### src/rtl/mem_xfer_ctrl.sv
//------------------------------------------------------------------------------
// Module   : mem_xfer_ctrl
// Summary  : Fills memory A from the input stream, then copies A to B.
// Revision : 1.0 - initial release
//------------------------------------------------------------------------------
`timescale 1ns/1ps
`default_nettype none

module mem_xfer_ctrl #(
  parameter int ADDR_W = 3,
  parameter int DEPTH  = 8
) (
  input  logic              clk,
  input  logic              Reset,
  input  logic              start,
  input  logic              abort,
  input  logic              dataInValid,
  output logic              weA,
  output logic              reA,
  output logic [ADDR_W-1:0] addrA,
  output logic              weB,
  output logic [ADDR_W-1:0] addrB,
  output logic              busy,
  output logic              done
);

  localparam logic [ADDR_W-1:0] c_last = ADDR_W'(DEPTH - 1);

  typedef enum logic [2:0] {
    S_IDLE  = 3'd0,
    S_FILL  = 3'd1,
    S_COPY  = 3'd2,
    S_DRAIN = 3'd3,
    S_DONE  = 3'd4
  } state_t;

  state_t            r_state, w_state_nxt;
  logic [ADDR_W-1:0] r_wr_ptr, w_wr_nxt;
  logic [ADDR_W-1:0] r_rd_ptr, w_rd_nxt;
  logic              r_weB;
  logic [ADDR_W-1:0] r_addrB;

  always_ff @(posedge clk or negedge Reset) begin
    if (!Reset) begin
      r_state  <= S_IDLE;
      r_wr_ptr <= '0;
      r_rd_ptr <= '0;
      r_weB    <= 1'b0;
      r_addrB  <= '0;
    end else begin
      r_state  <= w_state_nxt;
      r_wr_ptr <= w_wr_nxt;
      r_rd_ptr <= w_rd_nxt;
      // Read data appears one cycle after reA; an abort squashes that write.
      r_weB    <= reA & ~abort;
      r_addrB  <= addrA;
    end
  end

  always_comb begin
    w_state_nxt = r_state;
    w_wr_nxt    = r_wr_ptr;
    w_rd_nxt    = r_rd_ptr;
    weA         = 1'b0;
    reA         = 1'b0;
    addrA       = '0;
    busy        = 1'b0;
    done        = 1'b0;

    case (r_state)
      S_IDLE: begin
        if (start && !abort) begin
          w_state_nxt = S_FILL;
          w_wr_nxt    = '0;
        end
      end

      S_FILL: begin
        busy = 1'b1;
        weA  = dataInValid;
        if (dataInValid) addrA = r_wr_ptr;
        if (abort) begin
          w_state_nxt = S_IDLE;
          w_wr_nxt    = '0;
          w_rd_nxt    = '0;
        end else if (dataInValid) begin
          w_wr_nxt = r_wr_ptr + 1'b1;
          if (r_wr_ptr == c_last) begin
            w_state_nxt = S_COPY;
            w_rd_nxt    = '0;
          end
        end
      end

      S_COPY: begin
        busy  = 1'b1;
        reA   = 1'b1;
        addrA = r_rd_ptr;
        if (abort) begin
          w_state_nxt = S_IDLE;
          w_wr_nxt    = '0;
          w_rd_nxt    = '0;
        end else begin
          w_rd_nxt = r_rd_ptr + 1'b1;
          if (r_rd_ptr == c_last) w_state_nxt = S_DRAIN;
        end
      end

      S_DRAIN: begin
        busy = 1'b1;
        if (abort) begin
          w_state_nxt = S_IDLE;
          w_wr_nxt    = '0;
          w_rd_nxt    = '0;
        end else begin
          w_state_nxt = S_DONE;
        end
      end

      S_DONE: begin
        done        = 1'b1;
        w_state_nxt = S_IDLE;
      end

      default: w_state_nxt = S_IDLE;
    endcase
  end

  assign weB   = r_weB;
  assign addrB = r_addrB;

endmodule

`default_nettype wire

### config.mk
export PLATFORM = sky130hd
export DESIGN_NAME = mem_xfer_ctrl
export DESIGN_NICKNAME = d
export VERILOG_FILES = /design/src/rtl/mem_xfer_ctrl.sv
export SDC_FILE = /design/constraint.sdc
export NUM_CORES = 1
export LEC_CHECK = 0
export BUFFER_PORTS_ARGS = -buffer_cell sky130_fd_sc_hd__buf_2
export CAP_MARGIN = 20
export CORE_MARGIN = 2
export CORE_UTILIZATION = 50
export DETAILED_ROUTE_END_ITERATION = 10
export PLACE_DENSITY = 0.81
export SYNTH_ARGS = -nofsm -noshare
export SYNTH_HDL_FRONTEND = slang
export SYNTH_SLANG_ARGS = --single-unit
### constraint.sdc
create_clock -name clk -period 3 [get_ports clk]
set_input_delay 0.3 -clock clk [delete_from_list [all_inputs] [get_ports clk]]
set_output_delay 0.3 -clock clk [all_outputs]
set_load 0.02 [all_outputs]
# After elaboration in Yosys (flattened, before gate mapping)
# Cells that the tools add are included.
[classes] add_sub_neg=2 eq_ne=12 n_mux=24 n_bitwise=2 reduce_logical=10
[ops] op="$mux 3" n=16
[ops] op="$pmux 3 s3" n=2
[ops] op="$pmux 3 s4" n=1
[ops] op="$reduce_and 4->1" n=3
[ops] op="$eq 3x3->1 const B" n=3
[ops] op="$ne 3x3->1 const B" n=3
[ops] op="$add 3x1->3 const B" n=2
[ops] op="$eq 3x2->1 const B" n=2
[ops] op="$pmux 3 s2" n=1
[ops] op="$reduce_bool 3->1" n=2
[ops] op="$mux 1" n=4
[ops] op="$ne 2x2->1 const B" n=2
[ops] op="$eq 3x1->1 const B" n=1
[ops] op="$logic_not 3->1" n=1
[ops] op="$reduce_or 3->1" n=1
[ops] op="$ne 2x1->1 const B" n=1
[ops] op="$reduce_or 2->1" n=1
[ops] op="$and 1x1->1" n=1
[ops] op="$logic_and 1x1->1" n=1
[ops] op="$logic_not 1->1" n=1
[ops] op="$not 1->1" n=1
[totals] ff_bits=13 inputBits=5 output_inout_bits=11 elab_cells=55

# Depth between registers and ports, before layout
[logic_depth] ltp_word=5 depth_mapped=5

# Worst setup path before layout
# Ideal clock, no wire load.
[synth_path] kind="reg-to-output" from="register r_state[0]" to="output port addrA[0]" arrival_time_ns=1.236 path_slack_ns=1.464 path_stages_with_launch=5 cell_sequence="dfrtp_1 > buf_2 > nor2b_1 > a32oi_1 > nor2_1"
[synth_between] elab_chain_cells=2
[synth_rtl] item="start, declared" line_no="37" rtl="state_t r_state, w_state_nxt;"
[synth_rtl] item="start signal, assigned" line_no="51" rtl="r_state <= w_state_nxt;"
[synth_rtl] item="$eq 3x2->1 or $eq 3x1->1 (tied branches)" line_no="70" rtl="case (r_state)"
[synth_rtl] item="$pmux 3 s2 (*)" line_no="70"
[synth_rtl] item="end, declared" line_no="20" rtl="output logic [ADDR_W-1:0] addrA,"
# Every way passes the cells marked *; elsewhere a longest branch is shown, timed or not.

# Worst setup path after layout
[layout_path] from="register r_state[0]" to="output port addrA[1]"
# The elaborated chain is that of the path after synthesis.

==> parameters.txt <==
Parameter                              Value

Power
  Internal power    246 uW
  Sequential share of power    55.9%
  Gate power share    10.9%
  Peak supply drop    245 uV
  P_sw    81.7 uW
  Clk pwr share    33.2%
  Leak    0.447 nW
  Power Dens Cells    396 mW/mm^2
  Switching Share    25.0%

Floorplan
  Die H    41.6 um
  Placeable Area    0.00132 sq mm
  Top Ports    16
  Number of placement rows    13
  Die area    0.00173 sq mm
  Horizontal die dimension    41.6 um
  Starting utilization of the core area    53.6%

Timing
  Tightest Pin Transition    0.484 ns
  Number of slew-limit violations in the final report    0
  Largest clock skew in the final design    0.00897 ns
  Hold violation count in the final report    0
  Setup total negative slack    0 ns
  Worst hold margin    0.271 ns
  Maximum clock rate    494 MHz
  Ratio of final minimum period to clock period    67.4%
  Final setup violating endpoints    0
  Final setup slack of the worst path    0.977 ns
  Worst relative slew slack    67.7%
  Setup repair after global routing missed its margin    false
  Crit path time final    2.02 ns

Clocking
  CTS tree    done
  Cell at the root of the clock tree    sky130_fd_sc_hd__clkbuf_4
  Sinks on the clock net    13
  Skew-Pair Late Insertion Delay    0.28 ns
  Number of clock buffers inserted by TritonCTS    3
  Deepest level of the CTS H-tree    1
  CTS resizes    0
  Buffers from clock root to sink, at most    2
  Post-CTS setup-driven buffer insertion count    0
  Clock-pin slew of the registers on the worst-case setup and hold paths    0.08 ns

Drt
  Via count of the routed design    547
  Number of antenna-violating nets in the routed design    0
  Number of iterations in the first detailed-routing pass    4
  Total Wirelength    1360 um
  Total DRC errors in the routed layout    0
  Detail-routed net length per standard cell    14.2 um
  DR iter-0 viols    13
  Routed via count divided by cell count    5.70

Place
  Worst slack at placement    1.31 ns
  Final weighted congestion in routability-driven placement    0.766
  Placed cell count    91
  Final HPWL from detailed placement    1030 um
  Number of buffers added on ports    15
  Instance area at placement    791 sq um

Critical path
  Critical Path Slowest Stage Cell    sky130_fd_sc_hd__dfrtp_1
  FF-to-FF setup slack    1.45 ns
  Critical path peak fanout    10
  Data arrival time of the critical path    1.72 ns
  WP data required    2.70 ns
  Peak per-stage delay on the critical path    0.50 ns
  Crit path launch type    flop
  Critical path endpoint category    output port
  Cell-by-cell listing of the critical path    nor2b_1, a32oi_1, nor2_1, buf_2
  Worst Setup Path Type    flop to output port

Finish
  Post-route cell area    827 sq um
  Final #Nets    91
  Most common cell after layout, fill and taps aside    sky130_fd_sc_hd__buf_2
  Count of antenna diodes in the layout    0
  Area occupied by multi-input gates    372 sq um
  Storage element area    325 sq um
  Area Growth Syn to Fin    17.2%
  Final cell count without fillers    96
  Top library cells by usage in the layout, fill and taps aside    sky130_fd_sc_hd__buf_2, sky130_fd_sc_hd__dfrtp_1, sky130_fd_sc_hd__nor2_1, sky130_fd_sc_hd__nand2_1, sky130_fd_sc_hd__ha_1
  Layout cells sized above 1    25.9%
  Number of fill cells in the layout    120

Logic synthesis
  Synth warn    0
  Register area share after synthesis    46.1%
  Flop and latch count out of synthesis    13
  Number of cells produced by synthesis    63
  Total nets after synthesis    72
  Distinct cells, synth    25
  Synth Cell Area    706 sq um
  Mean cell area of the mapped netlist    11.2 sq um

Global route
  Global-route usage over all layers    17.4%
  Largest net degree at the start of global routing    15
  GR Overflow Total    0
  Number of global-route vias before repair    518
  Antenna violations before repair    0
  Wire length of the first global-routing pass    2290 um

Flow run
  # Max-Cap Violations    0

Hold path
  Class of the most critical hold timing path    input port to flop

Outcome
  Run status    complete, no violations
==> cells by family (layout without fill, tap and decap cells) <==
logic type	count (synthesis)	in the layout	synth area share [%]
fa+ha+maj	4	4	7.09
buf+inv	2	20	1.24
mux	4	4	6.21
flops	13	13	46.1
simple gates	27	27	23.1
compound gates	13	13	16.3
==> path summary, 6_finish.rpt <==
kind / startpoint / endpoint / cells after the start
setup / recovery: r_state[0] / addrA[1] / 4
hold / removal: abort / r_state[1] / 2
setup reg to reg: r_state[1] / r_wr_ptr[0] / 3
hold reg to reg: r_wr_ptr[2] / r_wr_ptr[2] / 1
max in group asynchronous: Reset / r_rd_ptr[2] / 2
min in group asynchronous: Reset / addrB[1] / 2
==> critical path, delay by kind of cell, from the launching register on <==
family / cells / cell delay, ns
flip-flops: 1 / 0.50
AND/OR/NAND/NOR: 2 / 0.59
AO/OA/AOI/OAI: 1 / 0.18
buffers and inverters: 1 / 0.18
==> synth_stat cells, drive strengths merged <==
cell	n	area, sq um
dfrtp	13	325
nor2	8	30.0
ha	4	50.1
nand2	4	15.0
a32oi	3	26.3
and3	3	18.8
and3b	3	26.3
mux2	3	33.8
nor2b	3	18.8
o21ai	3	15.0
a22oi	2	15.0
nand2b	2	20.0
a2111oi	1	27.5
a21boi	1	7.51
a311o	1	10.0
a31oi	1	6.26
and2	1	6.26
buf	1	5.00
clkbuf	1	3.75
mux2i	1	10.0
nor3	1	5.00
nor3b	1	7.51
nor4b	1	15.0
o21a	1	7.51
==> power groups by stage <==
stage	Combinational [mW]	Clock, mW	Sequential, mW
floorplan	0.0227	0	0.184
global placement	0.0340	0	0.186
detailed placement	0.0352	0	0.186
CTS	0.0362	0.111	0.183
global route	0.0399	0.121	0.183
finish	0.0357	0.109	0.183
==> routing by layer <==
metal	GRT usage (%)	up-vias	part of all wire [%]
met4	5.81	0	0.66
met1	22.5	263	46
met2	28.4	14	48
li1	-	268	-
met5	0	-	0
met3	4.35	2	4.6
==> registers in the layout, summed over array words and instances (netlist names) <==
register  count
addrB         3
r_rd_ptr      3
r_state       3
r_wr_ptr      3
weB           1
==> area by class of cell <==
class | instances | area share [%]
Tap cell | 15 | 2.27
Multi-Input combinational cell | 48 | 44.9
Sequential cell | 13 | 39.3
Clock buffer | 4 | 3.18
Timing Repair Buffer | 16 | 10.3
==> what timing repair did <==
| action | in CTS | in global routing |
|---|---|---|
| setup endpoints to repair | 0 | 0 |
| hold endpoints to repair | 13 | 0 |
| hold buffers | 1 | 0 |
==> metrics by stage <==
stage	power, mW	utilization (%)
finish	0.327	62.8
global route	0.344	62.8
CTS	0.330	62.8
detailed placement	0.221	60.0
global placement	0.220	60.0
floorplan	0.207	-
(Power assumes the default switching activity.)
